### src/rtl/serial_adder_if.sv
// serial_adder_if: operand/result bundle for serial_adder; ovf exists only with SERIAL_ADDER_OVF_EN
interface serial_adder_if #(parameter int WIDTH = 8);
   logic             start;
   logic [WIDTH-1:0] a;
   logic [WIDTH-1:0] b;
   logic             cin;
   logic             busy;
   logic             done;
   logic [WIDTH-1:0] sum;
   logic             cout;
`ifdef SERIAL_ADDER_OVF_EN
   logic             ovf;
   modport master (output start, a, b, cin, input busy, done, sum, cout, ovf);
   modport slave (input start, a, b, cin, output busy, done, sum, cout, ovf);
`else
   modport master (output start, a, b, cin, input busy, done, sum, cout);
   modport slave (input start, a, b, cin, output busy, done, sum, cout);
`endif
endinterface

### src/rtl/serial_adder.sv
// serial_adder: bit-serial WIDTH-bit adder around one full_adder and a registered carry
// SERIAL_ADDER_OVF_EN adds a registered two's-complement overflow flag
module full_adder (
   input  logic in1,
   input  logic in2,
   input  logic cin,
   output logic sum,
   output logic cout
);
   assign sum = in1 ^ in2 ^ cin;
   assign cout = (in1 & in2) | (cin & (in1 ^ in2));
endmodule

module serial_adder #(parameter int WIDTH = 8) (
   input logic         clk,
   input logic         rst,
   serial_adder_if.slave bus
);
   localparam int CW = $clog2(WIDTH + 1);
   typedef enum logic [1:0] {IDLE, RUN, DONE} state_t;
   state_t           state, state_nxt;
   logic [WIDTH-1:0] a_sh, b_sh, res;
   logic [WIDTH:0]   res_ext;
   logic [CW-1:0]    cnt;
   logic             c_q, fa_s, fa_c, last, load;

   full_adder u_fa (.in1(a_sh[0]), .in2(b_sh[0]), .cin(c_q), .sum(fa_s), .cout(fa_c));

   // new sum bit enters at the MSB so the LSB ends up at bit 0 after WIDTH shifts
   assign res_ext = {fa_s, res};
   assign last = (state == RUN) && (cnt == CW'(WIDTH - 1));
   assign load = bus.start && (state != RUN);

   always_ff @(posedge clk)
      if (rst) state <= IDLE;
      else state <= state_nxt;

   always_comb begin
      state_nxt = load ? RUN : (state == RUN && !last) ? RUN : last ? DONE : IDLE;
   end

   always_comb begin
      bus.busy = state == RUN;
      bus.done = state == DONE;
   end

   always_ff @(posedge clk)
      if (rst) begin
         a_sh <= '0;
         b_sh <= '0;
         res <= '0;
         c_q <= 1'b0;
         cnt <= '0;
         bus.sum <= '0;
         bus.cout <= 1'b0;
`ifdef SERIAL_ADDER_OVF_EN
         bus.ovf <= 1'b0;
`endif
      end else if (load) begin
         a_sh <= bus.a;
         b_sh <= bus.b;
         c_q <= bus.cin;
         cnt <= '0;
      end else if (state == RUN) begin
         a_sh <= a_sh >> 1;
         b_sh <= b_sh >> 1;
         res <= res_ext[WIDTH:1];
         c_q <= fa_c;
         cnt <= cnt + CW'(1);
         if (last) begin
            bus.sum <= res_ext[WIDTH:1];
            bus.cout <= fa_c;
`ifdef SERIAL_ADDER_OVF_EN
            // c_q holds the carry into the MSB during the last bit
            bus.ovf <= c_q ^ fa_c;
`endif
         end
      end
endmodule

### src/flat_wrapper.sv
// flat-port wrapper written by rule: the top's interface ports become plain ports
module serial_adder_flat 
#(parameter int WIDTH = 8)
  (clk, rst, bus_start, bus_a, bus_b, bus_cin, bus_busy, bus_done, bus_sum, bus_cout);
  serial_adder_if #(.WIDTH(WIDTH)) bus_i ();
  input logic clk;
  input logic rst;
  input wire logic [$bits(bus_i.start)-1:0] bus_start;
  input wire logic [$bits(bus_i.a)-1:0] bus_a;
  input wire logic [$bits(bus_i.b)-1:0] bus_b;
  input wire logic [$bits(bus_i.cin)-1:0] bus_cin;
  output wire logic [$bits(bus_i.busy)-1:0] bus_busy;
  output wire logic [$bits(bus_i.done)-1:0] bus_done;
  output wire logic [$bits(bus_i.sum)-1:0] bus_sum;
  output wire logic [$bits(bus_i.cout)-1:0] bus_cout;
  assign bus_i.start = bus_start;
  assign bus_i.a = bus_a;
  assign bus_i.b = bus_b;
  assign bus_i.cin = bus_cin;
  assign bus_busy = bus_i.busy;
  assign bus_done = bus_i.done;
  assign bus_sum = bus_i.sum;
  assign bus_cout = bus_i.cout;
  serial_adder #(.WIDTH(WIDTH)) u_core (.clk(clk), .rst(rst), .bus(bus_i));
endmodule
### config.mk
export PLATFORM = sky130hd
export DESIGN_NAME = serial_adder_flat
export DESIGN_NICKNAME = d
export VERILOG_FILES = /design/src/rtl/serial_adder_if.sv /design/src/rtl/serial_adder.sv /design/src/flat_wrapper.sv
export SDC_FILE = /design/constraint.sdc
export NUM_CORES = 1
export LEC_CHECK = 0
export BUFFER_PORTS_ARGS = -buffer_cell sky130_fd_sc_hd__buf_2
export CAP_MARGIN = 15
export CORE_MARGIN = 2
export CORE_UTILIZATION = 35
export CTS_BUF_LIST = sky130_fd_sc_hd__clkbuf_4 sky130_fd_sc_hd__clkbuf_8
export CTS_CLUSTER_DIAMETER = 150
export DETAILED_ROUTE_END_ITERATION = 16
export PLACE_DENSITY = 0.66
export SLEW_MARGIN = 40
export SYNTH_ARGS = -nofsm -noshare
export SYNTH_HDL_FRONTEND = slang
export SYNTH_HIERARCHICAL = 1
export SYNTH_SLANG_ARGS = --single-unit
### constraint.sdc
create_clock -name clk -period 3.52 [get_ports clk]
set_input_delay 0.704 -clock clk [delete_from_list [all_inputs] [get_ports clk]]
set_output_delay 0.704 -clock clk [all_outputs]
set_load 0.02 [all_outputs]
==> impl_metrics.ini, run 1 <==
[setup_path]
cpMaxStageDelayCell = inv_2
critical_path_peak_fanout = 42
r2r_start = u_core/state[1]
cp.arrival_ns = 1.56
crit_chain = nand2b_4, inv_2, buf_2
crit_type = reg -> out
r2r_slack_ns = 1.83
critPathLaunch = u_core/state[1]
endpoint_kind = output pin
crit_path_max_incr_delay_ns = 0.37
worstPathRequired_ns = 2.82
r2r-end = u_core/bus.sum[4]
cp_top_family = buffers and inverters
timing.critical_path.buf_inv = 2
start_kind = flop
r2r_cells = 4

[logic_synthesis]
synth-seq-cells = 39
avgSynthCellArea_sq_um = 10.27
yosysUniqueCellTypes = 28
synth_warnings = 6
synth_area_sq_um = 1572
synth_fp_nets = 175
synth-seq-area-share_pct = 49.68
synth_cells = 153

[grt]
grt_usage_pct = 11.97
grt_pass1_wl_um = 4712
grt_pass1_vias = 1067
grt_max_degree = 43
grt_overflow_total = 0
antenna_found_initial = 0

[sta]
max_freq_mhz = 442.5
finalSetupViolations = 0
slew_viol_final = 0
finalCritPeriodShare_pct = 64.20
relSlewSlack_pct = 60.13
period_minus_slack_ns = 2.260
rsz0062_at_grt = no
hold_viol_final = 0
finClkSkew_ns = 0.007755
tns_ns = 0
tightest_slew_ns = 0.5981

[route]
antenna_left = 0
drt-total-wl_um = 2830
detail_route.wl_per_cell_um = 12.20
drt_iter0_markers = 58
drc = 0
dr.pass1.iters = 4
viasPerCell = 5.004
vias = 1161

[cts]
tritoncts = built
path_clk_slew_ns = 0.07
numCtsBuffers = 5
hold_buffers = 0
cts.sinks = 39
cts-root-buf = clkbuf_8
cts_resized = 0
htreeDepth = 2
cts_setup_buffers = 0
clock_latency_ns = 0.29
clockBufferDepth = 2

[place]
gp_congestion = 0.6882
portBuffers = 30
dp.final_hpwl_um = 1889
dp_cells = 224

[layout]
n_antenna_cell = 0
synthToLayoutAreaGrowth_pct = 18.71
nNetsFinal = 201
fillers = 443
final_cells = 232
drive_gt1_share_pct = 24.44

[floorplan]
die_h_um = 71.01
placementRows = 24
core_sq_um = 4354
ios = 31
die_area_sq_um = 5042
die_w_um = 71.01
start_util_pct = 36.09

[min_path]
whs_path_depth = 2
hold_end = u_core/res[1]
hold_class = reg -> reg
min_from = u_core/res[1]

[power_and_ir_drop]
peakVddDrop_uv = 137.6
p_leak_uw = 0.0007846
power_density_nw_per_um2 = 534.3

[run]
cap_violations = 0

[status]
status = finished clean
## area by class of cell
type	count	area [sq um]	area share [%]
flip-flops and latches	39	780.7	41.85
repair buffers	30	150.1	8.048
clock inverters	2	60.06	3.219
inverters	2	7.507	0.4024
multi-input cells	101	725.7	38.90
well taps	52	65.06	3.488
clock buffers	6	76.32	4.091
## worst max path at each step
stage                     to  slack, ns  cells after the start
floorplan           bus_busy       1.91                      4
global placement    bus_busy       1.58                      3
detailed placement  bus_busy       1.57                      3
CTS                 bus_busy       1.24                      3
global route        bus_busy       1.15                      3
finish              bus_busy       1.26                      3
## metal layers
| metal | vias to the layer above | routed length (um) | track usage (%) |
|---|---|---|---|
| met5 | - | 0 | 0 |
| met4 | 0 | 55 | 5.660 |
| met3 | 6 | 169 | 4.986 |
| met2 | 28 | 1230 | 18.48 |
| met1 | 526 | 1375 | 14.46 |
| li1 | 601 | - | - |
## synthesized netlist by cell type
cell type / number / area (sq um)
dfxtp_1: 39 / 780.8
mux2i_1: 17 / 170.2
nand2_1: 16 / 60.06
a211oi_1: 15 / 112.6
nor2_1: 15 / 56.30
a21oi_1: 10 / 50.05
a22o_1: 9 / 78.83
buf_2: 7 / 35.03
buf_1: 2 / 7.510
nand3_1: 2 / 10.01
nand3b_1: 2 / 15.01
nor3_1: 2 / 10.01
or3_1: 2 / 12.51
a211oi_2: 1 / 12.51
a31oi_1: 1 / 6.260
a41oi_4: 1 / 27.53
and2b_1: 1 / 7.510
buf_6: 1 / 11.26
clkbuf_1: 1 / 3.750
fa_1: 1 / 20.02
ha_1: 1 / 12.51
inv_1: 1 / 3.750
inv_2: 1 / 3.750
mux2_4: 1 / 15.01
nand2b_1: 1 / 6.260
nand2b_4: 1 / 13.76
nor4_4: 1 / 21.27
o21a_1: 1 / 7.510
## state kept, by name, summed over array words and instances (netlist names)
name             count
u_core/c_q           1
u_core/state         2
u_core/b_sh          8
u_core/bus.cout      1
u_core/a_sh          8
u_core/res           7
u_core/cnt           4
u_core/bus.sum       8
## where the power goes
group / total (uW) / switching (uW) / leakage (uW) / internal [uW]
Combinational: 81.8 / 46.4 / 0.000397 / 35.4
Clock: 443 / 152 / 0.0000688 / 291
Sequential: 472 / 11.6 / 0.000319 / 461
## stage by stage
stage	hold WS [ns]	utilization, %	instance area (sq um)	total power, uW	setup WS [ns]
final	0.4568	42.84	1866	996.8	1.260
after global placement	0.4460	39.71	1729	565.4	1.578
after global routing	0.4889	42.84	1866	1036	1.147
after detailed placement	0.4477	39.71	1729	565.7	1.567
after CTS	0.4582	42.84	1866	1008	1.238
after floorplan	0.4360	-	1572	545.4	1.909
## layout by cell type, fill, tap and decap left out, drive strengths merged
| cell type | synthesis | routed |
|---|---|---|
| nand3 | 2 | 2 |
| o21a | 1 | 1 |
| and2b | 1 | 1 |
| nand2 | 16 | 16 |
| mux2i | 17 | 17 |
| ha | 1 | 1 |
| nand2b | 2 | 2 |
| nor4 | 1 | 1 |
| inv | 2 | 2 |
| mux2 | 1 | 1 |
| nand3b | 2 | 2 |
| or3 | 2 | 2 |
| a41oi | 1 | 1 |
| fa | 1 | 1 |
| bufinv | 0 | 2 |
| a31oi | 1 | 1 |
| nor3 | 2 | 2 |
| clkbuf | 1 | 6 |
| a211oi | 16 | 16 |
| nor2 | 15 | 15 |
| a21oi | 10 | 10 |
| dfxtp | 39 | 39 |
| buf | 10 | 30 |
| a22o | 9 | 9 |
## worst register-to-register path: stages, from the launching register on
cell      delay, ns
dfxtp_1        0.33
nand2b_4       0.40
inv_2          0.27
a41oi_4        0.43
a22o_1         0.20
## kinds of logic (layout without fill, tap and decap cells)
logic type                 after synthesis  after routing  share of synthesized area [%]
muxes                                   18             18                          11.78
and+or+nand+nor                         43             43                          13.53
adders and majority gates                2              2                          2.070
buffers and inverters                   13             40                          4.139
DFF                                     39             39                          49.68
AOI/OAI and AO/OA                       38             38                          18.79
Note: power is estimated with default switching activity, not from simulation.
==> run 2, diff against run 1 <==
Clock period 3.52 ns to 2.09 ns, I/O delays scaled along.
==> impl_metrics.ini, run 2 (synthesis gave the netlist of run 1 again) <==
[route]
vias = 1136
wl_met3_um = 130
drt-total-wl_um = 2939
antenna_left = 0
drt_iter0_markers = 93
maxUsedRoutingLayer = met4
dr.pass1.iters = 4
drc = 0
viasPerCell = 4.876
wl_met2_um = 1311
detail_route.wl_per_cell_um = 12.61
wl_met1_um = 1445

[setup_path]
endpoint_kind = output pin
crit_type = reg -> out
crit_chain = nand2b_4, inv_2, buf_2
cp.arrival_ns = 1.38
critical_path_peak_fanout = 20
cp_top_family = buffers and inverters
timing.critical_path.buf_inv = 2
start_kind = flop
r2r_cells = 4
crit_path_max_incr_delay_ns = 0.31
r2r-end = u_core/bus.sum[0]
r2r_start = u_core/state[1]
cpMaxStageDelayCell = dfxtp_1
worstPathRequired_ns = 1.67
crit_cells = 3
r2r_slack_ns = 0.57

[min_path]
hold_class = in -> reg
whs_path_depth = 2
min_from = rst
hold_end = u_core/state[1]

[sta]
period_minus_slack_ns = 1.795
finalCritPeriodShare_pct = 85.87
rsz0062_at_grt = no
max_freq_mhz = 557.2
tightest_slew_ns = 0.5516
hold_viol_final = 0
slew_viol_final = 0
relSlewSlack_pct = 62.95
tns_ns = 0
finClkSkew_ns = 0.005372
finalSetupViolations = 0

[cts]
cts_resized = 0
cts-root-buf = clkbuf_8
hold_buffers = 0
cts_setup_buffers = 0
numCtsBuffers = 5
tritoncts = built
htreeDepth = 2
cts.sinks = 39
clockBufferDepth = 2
path_clk_slew_ns = 0.07
clock_latency_ns = 0.29

[floorplan]
ios = 31
die_area_sq_um = 5042
die_w_um = 71.01
start_util_pct = 36.09
placementRows = 24
core_sq_um = 4354
die_h_um = 71.01

[grt]
grt_pass1_wl_um = 4940
grt_max_degree = 30
grt_usage_pct = 12.47
grt_pass1_vias = 1054
antenna_found_initial = 0
grt_overflow_total = 0

[status]
status = finished clean

[layout]
largestRegisters = u_core/a_sh x8, u_core/b_sh x8, u_core/bus.sum x8
layout_commonest_cell = dfxtp_1
synthToLayoutAreaGrowth_pct = 16.56
final_cell_mix = dfxtp_1 (39), buf_2 (30), mux2i_1 (17)
drive_gt1_share_pct = 24.86
n_antenna_cell = 0
nNetsFinal = 203

[power_and_ir_drop]
swShare_pct = 23.89
comb_power_share_pct = 10.0
power_density_nw_per_um2 = 787.7
power_frac_seq_pct = 55.2
p_total_uw = 1443
p_leak_uw = 0.0007722
switching_power_uw = 344.7
peakVddDrop_uv = 245.8
p_clk_share_pct = 34.8
internal_power_uw = 1098

[place]
dp.final_hpwl_um = 1993
portBuffers = 30
gp_congestion = 0.7021

[run]
cap_violations = 0
==> run 2: cell types whose count changed in the layout (fill, tap and decap cells not counted), sizes merged <==
cell and change:
buf +2, bufinv -2, clkinv +1
==> run 2: metal layers <==
layer / global-route usage [%] / vias up
li1: - / 602
met1: 16.02 / 508
met5: 0 / -
met4: 5.031 / 0
met2: 18.69 / 20
met3: 4.986 / 6
==> run 2: worst register-to-register path, delay by kind of cell (launching register included) <==
family                 cells  cell delay, ns
AOI/OAI and AO/OA          2            0.55
DFF                        1            0.31
buffers and inverters      1            0.31
and+or+nand+nor            1            0.24
==> run 2: power groups by stage <==
stage                     sequential, uW  clock, uW  combinational (uW)
after floorplan                      808          0                 110
after global placement               813          0                 143
after detailed placement             813          0                 146
after CTS                            796        517                 146
after global routing                 801        557                 160
final                                796        502                 145
==> run 2: cell type report <==
type	instances	area (sq um)
well taps	52	65.06
clock inverters	1	5.005
inverters	2	7.507
clock buffers	6	82.58
flip-flops and latches	39	780.7
multi-input cells	101	725.7
fillers	402	2522
repair buffers	32	165.2
==> run 2: worst max-delay path by stage <==
stage | from | end | slack (ns)
after global placement | u_core/state[1] | bus_busy | 0.62
after CTS | u_core/state[1] | bus_busy | 0.28
after global routing | u_core/state[0] | bus_busy | 0.22
after detailed placement | u_core/cnt[0] | u_core/bus.sum[0] | 0.58
final | u_core/state[1] | bus_busy | 0.30
after floorplan | u_core/state[1] | bus_busy | 0.76
==> run 2: per-stage QoR <==
step                      cell area (sq um)  setup slack (ns)  instances  hold WS [ns]  utilization (%)
after global placement                 1744            0.6206        226        0.4434            40.06
after detailed placement               1744            0.5839        226        0.4466            40.06
after floorplan                        1572            0.7649        153        0.4360                -
final                                  1832            0.2952        233        0.3908            42.07
after global routing                   1832            0.2180        233        0.3911            42.07
after CTS                              1832            0.2832        233        0.3897            42.07
